**src/rtl/turn_timer_ctrl.sv**
```systemverilog
// turn_timer_ctrl: turn countdown sequencer for the game.
// Divides clk into a 1 s timebase, counts a turn down from TURN_SECONDS to 0,
// drives the 4-bit 7-segment display code and pulses timeout on expiry.
// Optional feature macro: TURN_TIMER_BLINK_EN blanks the display for the
// second half of each second while the count is 3..1 in RUN.
module turn_timer_ctrl #(
    parameter int CLK_HZ       = 50_000_000,
    parameter int TURN_SECONDS = 10
) (
    input  logic       clk,
    input  logic       rst,
    input  logic       start,
    input  logic       hold,
    input  logic       cancel,
    output logic [3:0] seconds,
    output logic       running,
    output logic       tick,
    output logic       timeout
);

    localparam int PW = (CLK_HZ > 1) ? $clog2(CLK_HZ) : 1;
    localparam logic [PW-1:0] PRESC_LAST = PW'(CLK_HZ - 1);
    localparam logic [3:0]    TURN_LOAD  = 4'(TURN_SECONDS);
`ifdef TURN_TIMER_BLINK_EN
    localparam logic [PW-1:0] PRESC_HALF = PW'(CLK_HZ / 2);
`endif

    localparam logic [1:0] ST_IDLE    = 2'd0;
    localparam logic [1:0] ST_RUN     = 2'd1;
    localparam logic [1:0] ST_EXPIRED = 2'd2;

    localparam logic [3:0] SEG_BLANK = 4'd15;

    logic [1:0]    state_q,   state_d;
    logic [3:0]    count_q,   count_d;
    logic [PW-1:0] presc_q,   presc_d;
    logic [3:0]    seconds_q, seconds_d;
    logic          running_q, running_d;
    logic          tick_q,    tick_d;
    logic          timeout_q, timeout_d;

    // Next state, count and prescaler; priority cancel > start > hold
    always_comb begin
        state_d   = state_q;
        count_d   = count_q;
        presc_d   = presc_q;
        tick_d    = 1'b0;
        timeout_d = 1'b0;
        if (cancel) begin
            state_d = ST_IDLE;
            count_d = '0;
            presc_d = '0;
        end else if (start) begin
            state_d = ST_RUN;
            count_d = TURN_LOAD;
            presc_d = '0;
        end else if (state_q == ST_RUN && !hold) begin
            if (presc_q == PRESC_LAST) begin
                presc_d = '0;
                count_d = count_q - 4'd1;
                tick_d  = 1'b1;
                if (count_q == 4'd1) begin
                    timeout_d = 1'b1;
                    state_d   = ST_EXPIRED;
                end
            end else begin
                presc_d = presc_q + 1'b1;
            end
        end
    end

    // Registered display code and status, derived from the next-state values
    always_comb begin
        seconds_d = SEG_BLANK;
        running_d = (state_d == ST_RUN);
        case (state_d)
            ST_RUN: begin
                seconds_d = count_d;
`ifdef TURN_TIMER_BLINK_EN
                if (count_d >= 4'd1 && count_d <= 4'd3 && presc_d >= PRESC_HALF)
                    seconds_d = SEG_BLANK;
`endif
            end
            ST_EXPIRED: seconds_d = 4'd0;
            default:    seconds_d = SEG_BLANK;
        endcase
    end

    // State and output registers with synchronous active-low reset
    always_ff @(posedge clk) begin
        if (!rst) begin
            state_q   <= ST_IDLE;
            count_q   <= '0;
            presc_q   <= '0;
            seconds_q <= SEG_BLANK;
            running_q <= 1'b0;
            tick_q    <= 1'b0;
            timeout_q <= 1'b0;
        end else begin
            state_q   <= state_d;
            count_q   <= count_d;
            presc_q   <= presc_d;
            seconds_q <= seconds_d;
            running_q <= running_d;
            tick_q    <= tick_d;
            timeout_q <= timeout_d;
        end
    end

    assign seconds = seconds_q;
    assign running = running_q;
    assign tick    = tick_q;
    assign timeout = timeout_q;

endmodule

```
**config.mk**
```make
export PLATFORM = sky130hd
export DESIGN_NAME = turn_timer_ctrl
export DESIGN_NICKNAME = d
export VERILOG_FILES = /design/src/rtl/turn_timer_ctrl.sv
export SDC_FILE = /design/constraint.sdc
export NUM_CORES = 1
export LEC_CHECK = 0
export ABC_AREA = 1
export CORE_MARGIN = 2
export CORE_UTILIZATION = 25
export DETAILED_ROUTE_END_ITERATION = 8
export PLACE_DENSITY = 0.46
export SLEW_MARGIN = 20
export SYNTH_ARGS = -nofsm -noshare
export SYNTH_HDL_FRONTEND = slang
export SYNTH_SLANG_ARGS = --single-unit
```
**constraint.sdc**
```tcl
create_clock -name clk -period 2.35 [get_ports clk]
set_clock_uncertainty 0.15 [all_clocks]
set_input_delay 0.47 -clock clk [delete_from_list [all_inputs] [get_ports clk]]
set_output_delay 0.47 -clock clk [all_outputs]
set_load 0.01 [all_outputs]
```
; Word-level counts from Yosys, hierarchy flattened
; Cells that the tools add are included.
[totals]
register_bits = 39
inputBits = 5
output_inout_bits = 7
elab_cells = 35
[op_classes]
n_addsub = 2
eq_ne = 5
n_mux = 13
n_bitwise = 3
reduce_logical = 5
[op_table]
columns = operator, count
row1 = $add 26x1->26 const B, 1
row2 = $eq 26x26->1 const B, 1
row3 = $mux 26, 1
row4 = $mux 4, 4
row5 = $mux 2, 5
row6 = $pmux 4 s2, 1
row7 = $reduce_or 5->1, 1
row8 = $eq 2x1->1 const B, 2
row9 = $eq 4x1->1 const B, 1
row10 = $reduce_or 4->1, 1
row11 = $sub 4x1->4 const B, 1
row12 = $not 1->1, 3
row13 = $reduce_or 3->1, 1
row14 = $eq 2x2->1 const B, 1
row15 = $mux 1, 2
row16 = $logic_and 1x1->1, 1
row17 = $logic_not 1->1, 1

; Depth between registers and ports, before layout
[depth]
ltp_word = 8
ltp_mapped = 12

; Worst setup path before layout
; OpenSTA, ideal clock, no wires.
[synth_timing]
kind = flip-flop to flip-flop
startpoint = reg presc_q[0]
endpoint = reg seconds_q[2], in the netlist seconds[2]
arrival_time_ps = 1429
path_slack_ps = 654
path_stages_with_launch = 13
period_less_slack_ps = 1696
cell_sequence = dfxtp_1 > ha_1 > inv_1 > nor2_4 > nand2_1 > nor2_4 > nand2_2 > clkinv_1 > nand2_1 > nand2_1 > nand2_1 > a21oi_1 > nand2_1
[synth_between]
elab_chain_len = 7
word_cells_on_any_way = 12
cone_classes = eq/ne (3) / mux (9)
[synth_lines]
columns = element, line_no
row1 = start: declaration, 36  ; logic [PW-1:0] presc_q, presc_d;
row2 = start signal: assignment, 102  ; presc_q <= presc_d;
row3 = $eq 26x26->1 *, 58  ; if (presc_q == PRESC_LAST) begin
row4 = $mux 2, 58
row5 = $mux 2, 57  ; end else if (state_q == ST_RUN && !hold) begin
row6 = $mux 2, 53  ; end else if (start) begin
row7 = $mux 2, 49  ; if (cancel) begin
row8 = $eq 2x2->1 or $eq 2x1->1 (tied branches), 76  ; case (state_d)
row9 = $pmux 4 s2 *, 76
row10 = end signal: assignment, 103  ; seconds_q <= seconds_d;
row11 = end: declaration, 37  ; logic [3:0] seconds_q, seconds_d;
; Mark *: on every way between the ends. The rest lies on a longest branch, timed or not.
; A chain may end at the register's enable or synchronous reset.

; Worst setup path in the final report
[layout_timing]
startpoint = in hold
endpoint = reg presc_q[8]
[layout_between]
elab_chain_len = 2
[layout_lines]
columns = element, line_no
row1 = start: declaration, 13  ; input logic hold,
row2 = $logic_not 1->1, 57
row3 = $logic_and 1x1->1, 57
; No other way between the ends.

==> flow_summary.toml <==
[worst_setup_path]
critPathRequiredTime_ps = 2380
crit_path_cell_trace = "clkdlybuf4s50_1 > inv_1 > nand2_2 > nor2_8 > nand2_2 > nor2_4 > nand2_2 > nand2_2 > inv_2 > o21ai_0 > a21oi_1"
startpoint_type = "input port"
end_kind = "flop"
r2r-start = "presc_q[0]$_SDFFE_PP0N_"
crit_path_max_fanout = 9
rr_worst_depth = 8
critPathTopFamily = "simple AND/OR/NAND/NOR gates"
crit_buf_inv = 3
critPathMostFrequentCell = "nand2_2"
timing.rr.end = "presc_q[24]$_SDFFE_PP0N_"
r2r_setup_slack_ps = 470
worstPathArrival_ps = 1970
cp_slowest_cell = "clkdlybuf4s50_1"
crit_type = "in2reg"
slowest_delay_ps = 390

[run]
drv_cap = 0

[detailed_routing]
avgRoutedWirePerCell_microns = 11.3
drcViolationCount = 0
ant_nets = 0
viasPerCell = 4.27
firstDrtPassIters = 4
drt-initial-drc-count = 69
vias = 1784
routed_wl_mm = 4.72

[yosys]
syn-mean-instance-area_sq_um = 6.95
ys_async_sr_fraction = 0
synth_flop_cell = "dfxtp_1"
seq_area_frac_synth = 0.384
synth_edf_count = 0
synth_top_area_frac = 0.384
syn_inst = 292
ys_seq_elements = 39
synth.net_count = 300
synth_top_area_cell = "dfxtp_1"
ys_warn_count = 0
synth_area_leaders = "dfxtp_1 (38%), nand2_1 (11%), nor2_1 (8.5%), inv_1 (7.9%), nand3_1 (4.4%)"
syn-cell-area_sq_um = 2030
ys_types = 30

[grt]
grt_start_max_net_pins = 13
gr-total-overflow = 0
grt_pass1_wl_mm = 8.14
gr-usage-all-layers = 0.117
antenna_found_initial = 0
grt_pass1_vias = 1743

[power]
switching_share = 0.213
switchingPower_uw = 281
p_int_uw = 1040
power_leakage_uw = 0.000915
clkPwrFrac = 0.445
seqPwrFrac = 0.508
power_frac_comb = 0.046
worst_ir_drop_vdd_mv = 0.224
power_density_nw_per_um2 = 544

[cts]
h-tree-depth = 2
cts.path.max_buffers = 2
clock-root-buffer = "clkbuf_8"
numClockSinks = 39
hold_buffers = 0
post_cts_buffers = 0
cts_tree = "built"
cts_resized = 0
clkTransAtPathRegs_ps = 80
clk_latency_ps = 290
numCtsBuffers = 5

[die]
die-area_sq_um = 8860
start_util = 0.260
std_cell_rows = 32
coreArea_sq_um = 7810
io_pins = 12
die_w_microns = 94.1
die-height_microns = 94.1

[sta]
holdWs_ps = 347
setup_slack_ps = 412
slew_headroom = 0.727
setup_tns_ps = 0
final_hold_viol_count = 0
slew_violations = 0
period_needed_ps = 1940
fmax_mhz = 516
rsz0062_at_grt = "no"
setup_violations = 0
min_period_over_period = 0.825
worst_slew_pin_slew_ps = 406

[place]
dpl.hpwl_mm = 3.70
gp_congestion = 0.824
portBuffers = 11
post-place-ws_ps = 85.0

[final_layout]
layout.nets = 323
fill_cells = 878
area_delta_synth_final_pct = 19.3
multi_input_area_sq_um = 1060
utilization = 0.310
layout-drive-gt1-share = 0.139
seq_area_sq_um = 781
diodes = 0

[worst_hold_path]
hold-path-cell-count = 2
hp-start = "presc_q[8]$_SDFFE_PP0N_"
whs_endpoint = "presc_q[8]$_SDFFE_PP0N_"
hp-class = "reg2reg"

[run_status]
status = "finished clean"
-- worst max-delay path by stage --
stage,startpoint,end,slack [ps],depth (start not counted)
after floorplan,presc_q[0]$_SDFFE_PP0N_,seconds[2]$_SDFF_PN1_,650,12
after global placement,hold,presc_q[16]$_SDFFE_PP0N_,130,11
after detailed placement,hold,presc_q[10]$_SDFFE_PP0N_,90,11
after CTS,hold,presc_q[8]$_SDFFE_PP0N_,390,11
after global routing,presc_q[0]$_SDFFE_PP0N_,presc_q[8]$_SDFFE_PP0N_,210,10
final,hold,presc_q[8]$_SDFFE_PP0N_,410,11
-- synth_stat cells, types with 3 or more instances --
cell and number:
inv_2 5, nand2_1 57, nand2_2 8, nor3_1 11, xor2_1 7, nor2_1 46, nand3_1 18, ha_1 3
nor2_4 3, nand3_2 4, nor2_2 3, nand4_1 4, dfxtp_1 39, inv_1 43, a21oi_1 17, o21ai_0 6
-- per-layer routing --
| layer | wire length [microns] | share of wire | global-route usage | up-vias |
|---|---|---|---|---|
| met2 | 2070 | 0.44 | 0.188 | 21 |
| li1 | - | - | - | 963 |
| met5 | 0 | 0 | 0 | - |
| met1 | 2500 | 0.53 | 0.158 | 798 |
| met4 | 31 | 0.0066 | 0.0290 | 0 |
| met3 | 121 | 0.026 | 0.0273 | 2 |
-- logic make-up after synthesis --
kind of cell	count (synthesis)	synth area share
buffers and inverters	50	0.0943
adder cells (fa/ha/maj)	3	0.0185
flip-flops	39	0.384
AND/OR/NAND/NOR	164	0.396
AO/OA/AOI/OAI	29	0.0764
XOR/XNOR	7	0.0302
-- per-stage QoR --
step,std cells,total power (uW),area (sq um)
6_report,418,1320,2420
5_1_grt,418,1380,2420
4_1_cts,418,1330,2420
3_5_place_dp,410,748,2310
2_1_floorplan,292,719,2030
3_3_place_gp,410,748,2310
-- cell type report --
cell class,count,area share
multi-input cells,203,0.437
flip-flops and latches,39,0.322
inverters,49,0.0759
repair buffers,17,0.0640
well taps,102,0.0527
clock buffers,6,0.0341
clock inverters,2,0.0145
-- state kept, by name (all words and copies together) (netlist names) --
name / count
presc_q: 26
count_q: 4
seconds: 4
state_q: 2
running: 1
tick: 1
timeout: 1
-- power by group through the flow --
stage          Combinational [uW]  Sequential [uW]  Clock [uW]
2_1_floorplan                31.5              688           0
3_3_place_gp                 62.0              686           0
3_5_place_dp                 62.0              686           0
4_1_cts                      62.2              671         601
5_1_grt                      69.6              672         636
6_report                     61.0              670         587
-- layout by cell type (no fill, tap or decap) --
| cell type | instances |
|---|---|
| o21a_1 | 2 |
| nand3_1 | 18 |
| nor3_1 | 11 |
| nand2_1 | 57 |
| nor4_1 | 1 |
| bufinv_16 | 1 |
| dfxtp_1 | 39 |
| nand2_2 | 8 |
| o21ai_0 | 6 |
| inv_1 | 43 |
| or2_2 | 1 |
| nand3_2 | 4 |
| nor2_2 | 3 |
| clkdlybuf4s50_1 | 11 |
| ha_1 | 3 |
| nor2_4 | 3 |
| buf_4 | 6 |
| nand4_1 | 4 |
| clkbuf_8 | 6 |
| xor2_1 | 7 |
| nor3_2 | 2 |
| nand3b_1 | 1 |
| nor2_8 | 1 |
| nor3b_1 | 1 |
| nor2_1 | 46 |
| a211oi_1 | 1 |
| o21bai_1 | 1 |
| a21oi_1 | 17 |
| inv_2 | 5 |
| o21ai_1 | 2 |
| nand4_2 | 2 |
| nor3b_2 | 1 |
| clkinv_1 | 1 |
| clkinv_2 | 1 |
-- worst register-to-register path: stages, from the launching register on --
cell and delay, ps:
dfxtp_1 440, ha_1 200, inv_1 70, nor2_4 130, nand3_2 100, nor3_2 190
nand4_1 240, nor3_1 200, nor2_1 70
No activity file was read; power rests on OpenSTA's default activity.
